### config.mk
export PLATFORM = sky130hd
export DESIGN_NAME = mem_arbiter
export DESIGN_NICKNAME = d
export VERILOG_FILES = /design/src/rtl/mem_arbiter_pkg.sv /design/src/rtl/mem_arbiter_mem_array.sv /design/src/rtl/mem_arbiter.sv
export SDC_FILE = /design/constraint.sdc
export NUM_CORES = 2
export LEC_CHECK = 0
export ABC_AREA = 1
export BUFFER_PORTS_ARGS = -buffer_cell sky130_fd_sc_hd__buf_2
export CAP_MARGIN = 20
export CORE_ASPECT_RATIO = 0.8
export CORE_MARGIN = 5
export CORE_UTILIZATION = 39
export DETAILED_ROUTE_END_ITERATION = 7
export HOLD_SLACK_MARGIN = 0.02
export PLACE_DENSITY = 0.5
export RECOVER_POWER = 25
export SLEW_MARGIN = 5
export SYNTH_ARGS = -nofsm -noshare
export SYNTH_HDL_FRONTEND = slang
export SYNTH_SLANG_ARGS = --single-unit
### constraint.sdc
create_clock -name clk -period 12.6 [get_ports clk]
set_clock_uncertainty 0.15 [all_clocks]
set_input_delay 2.52 -clock clk [delete_from_list [all_inputs] [get_ports clk]]
set_output_delay 2.52 -clock clk [all_outputs]
set_load 0.02 [all_outputs]
### src/rtl/mem_arbiter_pkg.sv
// Shared widths and request codes for the two-port cache-to-memory arbiter.
package mem_arbiter_pkg;

  localparam int unsigned ADDRWIDTH    = 16;
  localparam int unsigned WORDWIDTH    = 16;
  localparam int unsigned IOSTATEWIDTH = 2;

  typedef enum logic [IOSTATEWIDTH-1:0] {
    IO_IDLE  = 2'b00,
    IO_READ  = 2'b01,
    IO_WRITE = 2'b10
  } io_state_e;

  typedef enum logic {
    PORT_A = 1'b0,
    PORT_B = 1'b1
  } port_e;

  // Code 2'b11 is deliberately not a request.
  function automatic logic is_req(input logic [IOSTATEWIDTH-1:0] rw);
    return (rw == IO_READ) || (rw == IO_WRITE);
  endfunction

endpackage

### src/rtl/mem_arbiter_mem_array.sv
// Backing store: synchronous write, combinational read, no reset on contents.
module mem_array
  import mem_arbiter_pkg::*;
#(
  parameter int unsigned MEM_DEPTH = 256,
  localparam int unsigned AW = (MEM_DEPTH > 1) ? $clog2(MEM_DEPTH) : 1
) (
  input  logic                 clk_i,
  input  logic                 we_i,
  input  logic [AW-1:0]        addr_i,
  input  logic [WORDWIDTH-1:0] wdata_i,
  output logic [WORDWIDTH-1:0] rdata_o
);

  logic [WORDWIDTH-1:0] mem_q [MEM_DEPTH];

  always_ff @(posedge clk_i) begin
    if (we_i) begin
      mem_q[addr_i] <= wdata_i;
    end
  end

  assign rdata_o = mem_q[addr_i];

endmodule

### src/rtl/mem_arbiter.sv
// Round-robin arbiter granting one of two cache ports a fixed-latency access
// to a shared memory; completion pulses are registered and appear in S_GAP.
module mem_arbiter
  import mem_arbiter_pkg::*;
#(
  parameter int unsigned MEM_LAT   = 2,
  parameter int unsigned MEM_DEPTH = 256
) (
  input  logic                    clk,
  input  logic                    reset,
  input  logic [IOSTATEWIDTH-1:0] rwFromCacheA,
  input  logic [ADDRWIDTH-1:0]    addrFromCacheA,
  input  logic [WORDWIDTH-1:0]    dataFromCacheA,
  output logic [WORDWIDTH-1:0]    dataToCacheA,
  output logic                    rdEnToCacheA,
  output logic                    wbDoneToCacheA,
  input  logic [IOSTATEWIDTH-1:0] rwFromCacheB,
  input  logic [ADDRWIDTH-1:0]    addrFromCacheB,
  input  logic [WORDWIDTH-1:0]    dataFromCacheB,
  output logic [WORDWIDTH-1:0]    dataToCacheB,
  output logic                    rdEnToCacheB,
  output logic                    wbDoneToCacheB
);

  localparam int unsigned AW = (MEM_DEPTH > 1) ? $clog2(MEM_DEPTH) : 1;

  typedef enum logic [1:0] {
    S_IDLE,
    S_BUSY,
    S_DONE,
    S_GAP
  } state_e;

  state_e               state_q, state_d;
  logic [3:0]           cnt_q, cnt_d;
  port_e                sel_q, sel_d;
  port_e                last_q, last_d;
  logic                 wr_q, wr_d;
  logic [AW-1:0]        addr_q, addr_d;
  logic [WORDWIDTH-1:0] wdata_q, wdata_d;
  logic [WORDWIDTH-1:0] rdA_q, rdA_d, rdB_q, rdB_d;
  logic                 rdEnA_q, rdEnA_d, rdEnB_q, rdEnB_d;
  logic                 wbA_q, wbA_d, wbB_q, wbB_d;
  logic                 reqA, reqB, mem_we;
  logic [WORDWIDTH-1:0] mem_rdata;
  logic                 unused_addr_bits;

  assign reqA = is_req(rwFromCacheA);
  assign reqB = is_req(rwFromCacheB);
  assign unused_addr_bits = ^{addrFromCacheA, addrFromCacheB};

  mem_array #(.MEM_DEPTH(MEM_DEPTH)) u_mem (
    .clk_i   (clk),
    .we_i    (mem_we),
    .addr_i  (addr_q),
    .wdata_i (wdata_q),
    .rdata_o (mem_rdata)
  );

  always_comb begin
    state_d = state_q;
    cnt_d   = cnt_q;
    sel_d   = sel_q;
    last_d  = last_q;
    wr_d    = wr_q;
    addr_d  = addr_q;
    wdata_d = wdata_q;
    rdA_d   = rdA_q;
    rdB_d   = rdB_q;
    rdEnA_d = 1'b0;
    rdEnB_d = 1'b0;
    wbA_d   = 1'b0;
    wbB_d   = 1'b0;
    mem_we  = 1'b0;
    unique case (state_q)
      S_IDLE: begin
        if (reqA || reqB) begin
          // Tie goes to whichever port was not served last.
          sel_d = (reqA && (!reqB || last_q == PORT_B)) ? PORT_A : PORT_B;
          if (sel_d == PORT_A) begin
            wr_d    = (rwFromCacheA == IO_WRITE);
            addr_d  = addrFromCacheA[AW-1:0];
            wdata_d = dataFromCacheA;
          end else begin
            wr_d    = (rwFromCacheB == IO_WRITE);
            addr_d  = addrFromCacheB[AW-1:0];
            wdata_d = dataFromCacheB;
          end
          cnt_d   = 4'(MEM_LAT - 1);
          state_d = S_BUSY;
        end
      end
      S_BUSY: begin
        if (cnt_q == 4'd0) begin
          state_d = S_DONE;
        end else begin
          cnt_d = cnt_q - 4'd1;
        end
      end
      S_DONE: begin
        state_d = S_GAP;
        last_d  = sel_q;
        if (wr_q) begin
          mem_we = !reset;
          wbA_d  = (sel_q == PORT_A);
          wbB_d  = (sel_q == PORT_B);
        end else if (sel_q == PORT_A) begin
          rdEnA_d = 1'b1;
          rdA_d   = mem_rdata;
        end else begin
          rdEnB_d = 1'b1;
          rdB_d   = mem_rdata;
        end
      end
      S_GAP: begin
        state_d = S_IDLE;
      end
      default: begin
        state_d = S_IDLE;
      end
    endcase
  end

  always_ff @(posedge clk) begin
    if (reset) begin
      state_q <= S_IDLE;
      cnt_q   <= '0;
      sel_q   <= PORT_A;
      last_q  <= PORT_B;
      wr_q    <= 1'b0;
      addr_q  <= '0;
      wdata_q <= '0;
      rdA_q   <= '0;
      rdB_q   <= '0;
      rdEnA_q <= 1'b0;
      rdEnB_q <= 1'b0;
      wbA_q   <= 1'b0;
      wbB_q   <= 1'b0;
    end else begin
      state_q <= state_d;
      cnt_q   <= cnt_d;
      sel_q   <= sel_d;
      last_q  <= last_d;
      wr_q    <= wr_d;
      addr_q  <= addr_d;
      wdata_q <= wdata_d;
      rdA_q   <= rdA_d;
      rdB_q   <= rdB_d;
      rdEnA_q <= rdEnA_d;
      rdEnB_q <= rdEnB_d;
      wbA_q   <= wbA_d;
      wbB_q   <= wbB_d;
    end
  end

  assign dataToCacheA   = rdA_q;
  assign dataToCacheB   = rdB_q;
  assign rdEnToCacheA   = rdEnA_q;
  assign rdEnToCacheB   = rdEnB_q;
  assign wbDoneToCacheA = wbA_q;
  assign wbDoneToCacheB = wbB_q;

endmodule

==> flow_metrics.tcl <==
set metrics [dict create \
    violations "DRC, capacitance limit, slew limit" \
    clkPwrFrac_pct 29.6 \
    swShare_pct 36.52 \
    syn-num-nets 13958 \
    synth-seq-area-share_pct 74.06 \
    yosys-mux-area-fraction_pct 0 \
    grt_pass1_wl_um 729800 \
    maxSlewHeadroom_pct -183.8 \
    leakagePower_nw 65.39 \
    place.gp.congestion 0.8249 \
    cts_buffers 415 \
    multi_input_comb_area_mm2 0.03823 \
    seqCellArea_mm2 0.1246 \
    grt_max_degree 177 \
    dieArea_mm2 0.4445 \
    die_w_um 744.2 \
    track_usage_pct 22.21 \
    synth_top_area_share_pct 73.14 \
    synth_compound_gate_area_share_pct 0.3720 \
    gr-total-overflow 0 \
    fmax_mhz 156.1 \
    coreArea_mm2 0.4291 \
    synth_xor_area_share_pct 0 \
    finalSetupViolations 0 \
    cts_buffer_depth 4 \
    comb_power_share_pct 28.4 \
    fin_crit_ns 6.408 \
    start_util_pct 39.19 \
    clk_latency_ns 0.98 \
    synth-simple-area-share_pct 22.19 \
    critPathKind "reg -> reg" \
    fin_nets 13950 \
    pin_count 106 \
    synth_top_family_by_area "simple AND/OR/NAND/NOR gates" \
    synth_area_leaders "edfxtp_1 (73%), nand3_1 (12%), nand2_1 (9.3%), buf_2 (1.5%), dfxtp_1 (0.92%)" \
    routed_wl_um 508400 \
    placementRows 215 \
    cts_tree "yes" \
    pwr-share-seq_pct 42.0 \
    tightest_slew_ns 4.257 \
    dieHeight_um 597.3 \
    viasPerCell 5.366 \
    ys_warn_count 0 \
    nFillCells 39513 \
    peakVddDrop_v 0.0001422 \
    syn_area_mm2 0.1682 \
    dp_hpwl_um 275800 \
    synth_cell_types 29 \
    use_met3_pct 3.493 \
    cts_hold_buf 0 \
    powerDensity_mw_per_mm2 220.6 \
    syn_inst 13880 \
    placement.io_buffers 89 \
    p_int_mw 26.27 \
    htree_levels 5 \
    p_switching_mw 15.11 \
    dpl.cell_count 19200 \
    ant_nets 0 \
    dpl_cell_area_mm2 0.1745 \
    cts_resized 0 \
    final_area_mm2 0.1876 \
    min_path_type "reg -> reg" \
    post-cts-setup-buffer-count 0 \
    critPathRequiredTime_ns 13.06 \
    clkTransAtPathRegs_ns 0.06 \
    antenna_found_initial 22 \
    hold_viol 0 \
    clock-sinks 4173 \
    status "complete, but fails checks" \
    yosysTopAreaCell "edfxtp_1" \
    grt_use_met1_pct 33.79 \
    cp_max_fo 79 \
    syn_to_final_growth_pct 11.54 \
    slew_viol_final 1740 \
    start_kind "register" \
    drt_iter0_drc 12459 \
    maxCapViolations 31 \
    dr.pass1.iters 8 \
    busiest_layer "met1" \
    ys_ff_latch 4173 \
    cp.arrival_ns 6.86 \
    routed_wire_length_per_instance_um 25.46 \
    end_kind "register" \
    synth_area_per_cell_um2 12.12 \
    root_buffer "clkbuf_16" \
    grt_pass1_vias 98971 \
    synth_adder_area_share_pct 0.05952 \
    rsz0062_at_grt "false" \
    drive_gt1_share_pct 7.987 \
    finalSetupTns_ns 0 \
    post-route-period-util_pct 50.86 \
    drc 4 \
    layoutNonFillerInstCount 19968 \
    num_vias 107148 \
    met2_usage_pct 33.34 \
]
==> cells by family after synthesis <==
group | after synthesis
and+or+nand+nor | 8567
DFF | 4173
buffers and inverters | 1022
AOI/OAI and AO/OA | 110
adders and majority gates | 8
==> power groups by stage <==
stage	logic (mW)	clock network [mW]	registers, mW
floorplan	6.63	0	18.1
global placement	11.7	0	17.6
detailed placement	11.8	0	17.6
CTS	11.8	12.5	17.3
global route	12.7	13.1	17.4
finish	11.8	12.3	17.4
==> state kept, by name, summed over array words and instances, names as in the netlist, 2 cells and up, named ones only <==
register / flops
u_mem.mem_q: 4096
dataToCacheA: 16
dataToCacheB: 16
wdata_q: 16
addr_q: 8
cnt_q: 4
state_q: 2
==> per-stage QoR <==
stage	setup slack (ns)	total power [mW]	hold WS (ns)	util, %
after floorplan	7.803	24.73	0.2849	-
after global placement	6.071	29.34	0.3277	40.64
after detailed placement	5.981	29.37	0.3215	40.66
after CTS	6.685	41.57	0.3403	43.72
after global routing	6.019	43.19	0.3844	43.71
final	6.192	41.38	0.3342	43.71
==> cell usage after synthesis <==
library cell,count
buf_2,495
clkinv_1,2
nand4_1,8
o21ai_0,40
buf_8,2
nor4_1,3
edfxtp_1,4096
buf_12,2
nand3_1,4095
nor3_1,5
inv_1,59
buf_6,84
nor3_2,1
inv_4,1
a31oi_1,4
o211a_1,1
dfxtp_1,77
ha_1,8
o21ai_1,1
clkbuf_1,159
inv_2,3
nor2_1,270
nand2_1,4185
buf_1,100
a21oi_1,38
buf_4,115
a211oi_1,1
o211ai_1,24
a21boi_0,1
==> routing by layer <==
metal | vias to the layer above | wire [µm]
met5 | - | 13
met4 | 2 | 12720
met3 | 628 | 38390
met2 | 3669 | 226200
met1 | 53231 | 231100
li1 | 49618 | -
==> final timing paths <==
kind                    start  slack, ns  cells past startpoint              endpoint
setup / recovery  wdata_q[11]       6.19                      2  u_mem.mem_q[154][11]
setup reg to reg  wdata_q[11]       6.19                      2  u_mem.mem_q[154][11]
hold reg to reg      cnt_q[0]       0.33                      1              cnt_q[0]
hold / removal       cnt_q[0]       0.33                      1              cnt_q[0]
==> cell usage in the layout (no fill, tap or decap), types with 73 or more instances in the layout <==
master and n:
buf_2 88, buf_4 392, clkbuf_1 103, clkbuf_16 420, clkinv_1 101, clkinv_2 73
edfxtp_1 4096, nand2_1 4183, nand3_1 4089, nor2_1 247
==> critical path, cell delays in order (launching register included) <==
cell,delay [ns]
dfxtp_1,2.32
clkbuf_1,2.37
buf_4,0.98
==> cell type report <==
type / instances / area share, %
clock buffers: 514 / 5.834
well taps: 5750 / 3.836
repair buffers: 532 / 2.202
inverters: 65 / 0.1541
multi-input cells: 8685 / 20.38
flip-flops and latches: 4173 / 66.41
diodes: 7 / 0.009339
clock inverters: 242 / 1.173
No activity file was read; power rests on OpenSTA's default activity.
